<file path="src/rtl/router_fifo_if.sv">
// Handshake and data bus between the router write side, the destination
// client and one per-destination output FIFO.
interface router_fifo_if #(
    parameter int WIDTH = 8
);
    logic             write_enb;
    logic             read_enb;
    logic             lfd_state;
    logic [WIDTH-1:0] data_in;
    logic [WIDTH-1:0] data_out;
    logic             full;
    logic             empty;
    logic             pkt_done;

    // Router / client side: drives requests and data, observes status.
    modport master (
        output write_enb, read_enb, lfd_state, data_in,
        input  data_out, full, empty, pkt_done
    );

    // FIFO side.
    modport slave (
        input  write_enb, read_enb, lfd_state, data_in,
        output data_out, full, empty, pkt_done
    );
endinterface

</file>
<file path="src/rtl/router_fifo.sv">
// Per-destination output buffer of the 1x3 router. Each entry carries a
// header tag so the read side can load the packet length and blank the
// output once header, payload and parity have all been read.
module router_fifo #(
    parameter int WIDTH = 8,
    parameter int DEPTH = 16,
    parameter int AW    = 4
) (
    input  logic          clk,
    input  logic          reset,
    input  logic          soft_reset,
    router_fifo_if.slave  bus
);
    localparam logic [AW:0] PTR_ONE = {{AW{1'b0}}, 1'b1};

    logic [WIDTH:0] mem [DEPTH];
    logic [AW:0]    wr_ptr;
    logic [AW:0]    rd_ptr;
    logic [5:0]     pkt_cnt;
    logic           lfd_q;
    logic           do_wr;
    logic           do_rd;
    logic [WIDTH:0] rd_word;
    logic [5:0]     hdr_len;

    // Status comes straight from the pointers; the wrap bit separates full from empty.
    assign bus.empty = (wr_ptr == rd_ptr);
    assign bus.full  = (wr_ptr[AW-1:0] == rd_ptr[AW-1:0]) && (wr_ptr[AW] != rd_ptr[AW]);

    // Status is evaluated before the edge, so a full FIFO drops a
    // same-cycle write and an empty FIFO ignores a same-cycle read.
    assign do_wr   = bus.write_enb && !bus.full;
    assign do_rd   = bus.read_enb && !bus.empty;
    assign rd_word = mem[rd_ptr[AW-1:0]];
    assign hdr_len = rd_word[WIDTH-1 -: 6];

    // lfd_state leads router_reg's data by one cycle; delay it so the tag lands on the header byte.
    always_ff @(posedge clk) begin
        if (reset || soft_reset)
            lfd_q <= 1'b0;
        else
            lfd_q <= bus.lfd_state;
    end

    // Write side: memory and write pointer; soft_reset keeps memory contents.
    always_ff @(posedge clk) begin
        if (reset) begin
            wr_ptr <= '0;
            for (int i = 0; i < DEPTH; i++)
                mem[i] <= '0;
        end else if (soft_reset) begin
            wr_ptr <= '0;
        end else if (do_wr) begin
            mem[wr_ptr[AW-1:0]] <= {lfd_q, bus.data_in};
            wr_ptr              <= wr_ptr + PTR_ONE;
        end
    end

    // Read side: registered data, packet length tracking and end-of-packet pulse.
    always_ff @(posedge clk) begin
        if (reset || soft_reset) begin
            rd_ptr       <= '0;
            pkt_cnt      <= '0;
            bus.data_out <= '0;
            bus.pkt_done <= 1'b0;
        end else begin
            bus.pkt_done <= 1'b0;
            if (do_rd)
                rd_ptr <= rd_ptr + PTR_ONE;
            if (do_rd && rd_word[WIDTH]) begin
                // Header: remaining = payload length plus the parity byte.
                bus.data_out <= rd_word[WIDTH-1:0];
                pkt_cnt      <= hdr_len + 6'd1;
            end else if (do_rd && pkt_cnt != 6'd0) begin
                bus.data_out <= rd_word[WIDTH-1:0];
                pkt_cnt      <= pkt_cnt - 6'd1;
                bus.pkt_done <= (pkt_cnt == 6'd1);
            end else if (pkt_cnt == 6'd0) begin
                // Outside a packet nothing stale is presented.
                bus.data_out <= '0;
            end
        end
    end
endmodule

</file>
<file path="src/flat_wrapper.sv">
// flat-port wrapper written by rule: the top's interface ports become plain ports
module router_fifo_flat 
#(
    parameter int WIDTH = 8,
    parameter int DEPTH = 16,
    parameter int AW    = 4
)
  (clk, reset, soft_reset, bus_write_enb, bus_read_enb, bus_lfd_state, bus_data_in, bus_data_out, bus_full, bus_empty, bus_pkt_done);
  router_fifo_if #(.WIDTH(WIDTH)) bus_i ();
  input  logic clk;
  input  logic reset;
  input  logic soft_reset;
  input wire logic [$bits(bus_i.write_enb)-1:0] bus_write_enb;
  input wire logic [$bits(bus_i.read_enb)-1:0] bus_read_enb;
  input wire logic [$bits(bus_i.lfd_state)-1:0] bus_lfd_state;
  input wire logic [$bits(bus_i.data_in)-1:0] bus_data_in;
  output wire logic [$bits(bus_i.data_out)-1:0] bus_data_out;
  output wire logic [$bits(bus_i.full)-1:0] bus_full;
  output wire logic [$bits(bus_i.empty)-1:0] bus_empty;
  output wire logic [$bits(bus_i.pkt_done)-1:0] bus_pkt_done;
  assign bus_i.write_enb = bus_write_enb;
  assign bus_i.read_enb = bus_read_enb;
  assign bus_i.lfd_state = bus_lfd_state;
  assign bus_i.data_in = bus_data_in;
  assign bus_data_out = bus_i.data_out;
  assign bus_full = bus_i.full;
  assign bus_empty = bus_i.empty;
  assign bus_pkt_done = bus_i.pkt_done;
  router_fifo #(.WIDTH(WIDTH), .DEPTH(DEPTH), .AW(AW)) u_core (.clk(clk), .reset(reset), .soft_reset(soft_reset), .bus(bus_i));
endmodule
</file>
<file path="config.mk">
export PLATFORM = sky130hd
export DESIGN_NAME = router_fifo_flat
export DESIGN_NICKNAME = d
export VERILOG_FILES = /design/src/rtl/router_fifo_if.sv /design/src/rtl/router_fifo.sv /design/src/flat_wrapper.sv
export SDC_FILE = /design/constraint.sdc
export NUM_CORES = 1
export LEC_CHECK = 0
export CORE_MARGIN = 1
export CORE_UTILIZATION = 60
export CTS_CLUSTER_DIAMETER = 60
export DETAILED_ROUTE_END_ITERATION = 12
export PLACE_DENSITY = 0.78
export SYNTH_ARGS = -nofsm -noshare
export SYNTH_HDL_FRONTEND = slang
export SYNTH_SLANG_ARGS = --single-unit
</file>
<file path="constraint.sdc">
create_clock -name clk -period 2.8 [get_ports clk]
set_input_delay 0.7 -clock clk [delete_from_list [all_inputs] [get_ports clk]]
set_output_delay 0.7 -clock clk [all_outputs]
set_load 0.02 [all_outputs]
</file>
==> results of run 1 <==
-- synth_stat cells (5+ instances only) --
cell type	n
and2_1	146
edfxtp_1	144
mux4_2	37
nor2_1	35
dfxtp_1	30
nand2_1	19
or2_2	17
clkbuf_1	15
a22oi_1	13
a21oi_1	11
o21ai_0	11
xnor2_1	11
ha_1	9
nand4_1	9
xor2_1	8
nor3_1	7
nand3_1	6
buf_4	5
mux2i_1	5
-- per-stage QoR --
stage,utilization [%],cells,total power [uW]
3_5_place_dp,66.4,766,3220
2_1_floorplan,-,575,3100
6_report,71.1,799,5510
3_3_place_gp,66.4,766,3200
4_1_cts,71.0,799,5530
5_1_grt,71.1,799,5650
-- path summary, 6_finish.rpt --
kind | to | slack (ns) | depth (start not counted) | start
max | bus_empty | 0.14 | 4 | u_core.rd_ptr[0]
min | u_core.bus.data_out[0] | 0.46 | 2 | u_core.bus.data_out[0]
max reg2reg | u_core.pkt_cnt[4] | 0.20 | 8 | flop
min reg2reg | u_core.bus.data_out[0] | 0.46 | 2 | u_core.bus.data_out[0]
-- where the power goes --
part | internal [uW] | switching, uW | total (uW)
registers | 2870 | 37.2 | 2910
logic | 100 | 159 | 259
clock network | 1390 | 955 | 2340
total | 4360 | 1150 | 5510
-- worst max-delay path: stages (launching register included) --
cell             delay (ns)
dfxtp_1                0.43
xnor2_1                0.15
nand4_1                0.20
nor2_1                 0.14
clkdlybuf4s50_1        0.61
-- per-layer routing --
layer / track usage, % / routed length (um) / part of all wire (%)
met2: 45.7 / 9150 / 51
met1: 37.4 / 7360 / 41
met3: 5.86 / 1090 / 6.0
met5: 0 / 0 / 0
met4: 11.9 / 483 / 2.7
-- area by class of cell --
type,count,area [um^2],share of cell area (%)
clock buffers,19,433,4.75
multi-input cells,367,2910,31.9
inverters,4,15.0,0.165
clock inverters,13,146,1.61
well taps,172,215,2.36
flip-flops and latches,174,4930,54.2
repair buffers,50,460,5.05
-- registers in the layout, summed over array words and instances, names as in the netlist, named ones only --
register	count
u_core.rd_ptr	5
u_core.mem	144
u_core.pkt_cnt	6
u_core.lfd_q	1
u_core.bus.data_out	8
u_core.wr_ptr	5
u_core.bus.pkt_done	1
-- logic make-up (layout without fill, tap and decap cells) --
group	count (synthesis)	after routing
fa+ha+maj	9	9
buf+inv	34	86
simple gates	245	245
compound gates	51	51
mux	43	43
xor+xnor	19	19
flops	174	174
-- what timing repair did --
| action | in CTS | in global routing |
|---|---|---|
| cloned | 0 | 0 |
| gates resized for setup | 2 | 3 |
| setup endpoints to repair | 2 | 2 |
| pin swaps | 1 | 0 |
| buffers inserted | 1 | 0 |
==> run metrics, run 1 <==
Final setup viols=0; startpoint types=flop; post-synthesis mux area share=11.4%; CORE AREA=0.0128 mm^2; Tot GR Track Use=28.2%; Routed Wire Length=18100 um; Vias per Instance=6.05; worst vdd ir=467 uV; initial antenna violation count=0; Die X-Extent=118 um; commonest non-fill, non-tap cell in the layout=and2_1; Yosys top cell by area=edfxtp_1; die area=0.0138 mm^2; main combinational cell family by area after synthesis=simple AND/OR/NAND/NOR gates; top cells by area, synth=edfxtp_1, and2_1, mux4_2, dfxtp_1, nor2_1; EDFF count, synth=144; total grt overflow=0; nets@finish=637; simple-gate portion of the synthesized area=17.3%; synth warn=0; Mapped Avg Cell Area=13.9 um^2; cts bufs inserted=17; area post-placement=0.00852 mm^2; Async S/R FF share, synth=0%; Worst Setup Path Type=reg2out; first-pass GRT wire length=28200 um; Starting Density=62.4%; register area share after synthesis=61.5%; required time of the critical path=2.10 ns; status=completed; row count=41; largest net degree at the start of global routing=34; most frequent cells in the layout=and2_1, edfxtp_1, mux4_2, nor2_1, dfxtp_1; Post-Syn Nets=598; Cell Area, Synth=0.00801 mm^2; Final WS setup=0.142 ns; min cycle time layout=2.66 ns; LEAKAGE=0.00324 uW; Post-DRT Antenna Nets=0; complex-gate fraction of the synthesized area=4.19%; Fillers=864; Main synth FF type=edfxtp_1; Seq cells post-synth=174; power per cell area=605 mW/mm^2; post-synth top area share=54.0%; post-route DRC violation count=0; RSZ-0062 raised after global routing=no; hpwl dp=12300 um; Setup Skew=0.00820 ns; CTS root buffer=clkbuf_16; Critical Path AT=1.96 ns; total number of vias=4837; I/O Pins=25; area grow syn2layout=13.8%; Max H-tree Level=4; Final Cell Area=0.00911 mm^2; Fmax=376 MHz; Worst-path clk slew=0.06 ns; worst min path class=reg2reg; TNS Setup=0 ns; ANT cells=0; Synth cell types=39; total of max-cap violations=0; Clk Latency, worst-skew pair=0.43 ns; CTS tree=done; Max Fanout on Critical Path=4; gp weighted congestion=0.883; cts hold-fix bufs=0; adder-cell area share of the yosys netlist=1.41%; Final period util=94.9%; wire per inst=22.6 um; worst slew pin tran=0.724 ns; IO buf count=24; CTS max path bufs=2; CP endpoint kind=output pin; XOR/XNOR Fraction of Synth Area=2.08%; setup slack at placement=0.240 ns; Synth Instances=575; final hold slack=0.455 ns; # clock sinks=174; Die Ht=118 um; max-slew violations=0; vias in the first global route=4853; Initial DRC Count=520; layout cells sized above 1=18.0%; slew margin rel.=51.6%; Hold Violations, Final=0; DRT Pass-1 Iters=5
No activity file was read; power rests on OpenSTA's default activity.
==> inputs of run 2 (changes only) <==
==> constraint.sdc (replaced) <==
create_clock -name clk -period 2.8 [get_ports clk]
set_input_delay 0.28 -clock clk [delete_from_list [all_inputs] [get_ports clk]]
set_output_delay 0.28 -clock clk [all_outputs]
set_load 0.05 [all_outputs]
==> run 2 against run 1 <==
Clock skew about the same. Die area is the same. Utilization down 0.85 points.
==> run metrics, run 2 (same netlist as run 1, synthesis figures left out) <==
status=completed; cts bufs inserted=17 (unchanged); sequential cell area=0.00493 mm^2 (-0.18%); I/O Pins=25 (unchanged); Post-DRT Antenna Nets=0 (unchanged); Starting Density=62.4% (unchanged); Tot GR Track Use=27.5% (-0.76 points); GRT busiest layer=met2; Critical R2R Launch=u_core.wr_ptr[0]; # clock sinks=174 (unchanged); Max H-tree Level=4 (unchanged); Critical Path AT=2.70 ns (+0.74 ns); row count=41 (unchanged); total of max-cap violations=0 (unchanged); Hold Violations, Final=0 (unchanged); hold_sp=bus_lfd_state; Largest regs=u_core.mem (144), u_core.bus.data_out (8), u_core.pkt_cnt (6); startpoint types=flop; max-slew violations=0 (unchanged); Reg2Reg Setup Slack=0.23 ns (+0.03 ns); Worst R2R Path Depth=6 (-2); Inst Count DP=757 (-1.2%); Fillers=896 (+3.7%); Die Ht=118 um (unchanged); power per cell area=596 mW/mm^2 (-1.4%); max reg flops=144 (unchanged); Worst-path clk slew=0.07 ns (about the same); Finished Layout Cells=789 (-1.3%); DRT Pass-1 Iters=6 (+1); total grt overflow=0 (unchanged); commonest non-fill, non-tap cell in the layout=and2_1; largest net degree at the start of global routing=34 (unchanged); min cycle time layout=2.57 ns (-0.0870 ns); total number of vias=4747 (-1.9%); hold worst-path end=u_core.lfd_q; RSZ-0062 raised after global routing=no; hpwl dp=12000 um (-1.9%); nets@finish=627 (-1.6%); first-pass GRT wire length=27400 um (-2.6%); LEAKAGE=0.00318 uW (-1.9%); Vias per Instance=6.02 (-0.62%); Max Fanout on Critical Path=10 (+6); Post-CTS Repair Setup Buffers=0 (-1); CTS root buffer=clkbuf_16; GR Util met2=44.0% (-1.8 points); final hold slack=0.435 ns (-0.0209 ns); met1 Use GR=36.9% (-0.59 points); IO buf count=24 (unchanged); cts hold-fix bufs=0 (unchanged); worst min path class=in2reg; CORE AREA=0.0128 mm^2 (unchanged); die area=0.0138 mm^2 (unchanged); Routed Wire Length=17500 um (-3.5%); wire per inst=22.1 um (-2.2%); hold depth=2 (unchanged); area grow syn2layout=12.4%; ANT cells=0 (unchanged); gp weighted congestion=0.883 (about the same); global-route met3 utilization=4.60% (-1.3 points); Die X-Extent=118 um (unchanged); CP endpoint kind=flop; Worst Setup Path Type=reg2reg; worst vdd ir=420 uV (-10%); required time of the critical path=2.93 ns (+0.83 ns); worst slew pin tran=0.796 ns (+0.0724 ns); CTS tree=done; post-route DRC violation count=0 (unchanged); Worst R2R End=u_core.mem[2][3]; most frequent cells in the layout=and2_1, edfxtp_1, mux4_2, nor2_1, dfxtp_1; final cell utilization of the core=70.2% (-0.85 points); slew margin rel.=46.8% (-4.8 points); Setup Skew=0.00821 ns (+0.00000641 ns); Final setup viols=0 (unchanged); Clk Latency, worst-skew pair=0.44 ns (about the same); layout cells sized above 1=16.9% (-1.2 points); post-CTS sizing=0 (-2); initial antenna violation count=0 (unchanged); Initial DRC Count=425 (-18%); vias in the first global route=4807 (-0.95%); Final period util=91.8% (-3.1 points); Fmax=389 MHz (+3.4%); CTS max path bufs=2 (unchanged); multi-input logic area=0.00291 mm^2 (+0.17%); Biggest register=u_core.mem; TNS Setup=0 ns (unchanged)
==> run 2: cell count changes in the layout (fill, tap and decap cells not counted), sizes merged <==
| cell | change |
|---|---|
| clkinv | +1 |
| inv | +1 |
| buf | -10 |
| bufinv | -2 |
| clkinvlp | +1 |
| clkbuf | -1 |
==> run 2: final cells by class <==
class,instances,area share [%]
repair buffers,40,4.28
clock inverters,14,1.33
inverters,4,0.167
well taps,172,2.39
flip-flops and latches,174,54.7
clock buffers,18,4.77
multi-input cells,367,32.4
==> run 2: critical path, cell delays in order, from the launching register on <==
cell	delay [ns]
dfxtp_1	0.44
xnor2_1	0.10
nand4_1	0.13
o21a_1	0.35
nand3_1	0.25
nor3_1	0.62
or2_2	0.36
==> run 2: worst max-delay path by stage <==
stage	slack, ns	to	from
finish	0.23	u_core.mem[2][3]	u_core.wr_ptr[0]
global route	0.02	u_core.mem[2][4]	u_core.wr_ptr[0]
CTS	0.20	u_core.mem[3][4]	u_core.wr_ptr[0]
detailed placement	0.13	u_core.mem[3][5]	bus_write_enb
global placement	0.27	u_core.mem[3][5]	bus_write_enb
floorplan	0.66	u_core.mem[2][0]	u_core.wr_ptr[3]
==> run 2: where the power goes <==
group / total, uW / internal (uW) / switching, uW
logic: 259 / 99.1 / 160
registers: 2910 / 2870 / 36.9
clock network: 2200 / 1220 / 980
total: 5370 / 4190 / 1180
==> run 2: metal layers <==
metal	share of wire, %	vias up
li1	-	2159
met1	41	2364
met3	6.0	43
met2	49	181
met4	3.5	0
met5	0	-
==> run 2: metrics by stage <==
step / instance area, um^2 / power (uW) / worst slack, ns
4_1_cts: 9000 / 5390 / 0.196
3_5_place_dp: 8450 / 3220 / 0.132
3_3_place_gp: 8450 / 3210 / 0.269
2_1_floorplan: 8010 / 3110 / 0.661
6_report: 9000 / 5370 / 0.229
5_1_grt: 9000 / 5510 / 0.0207
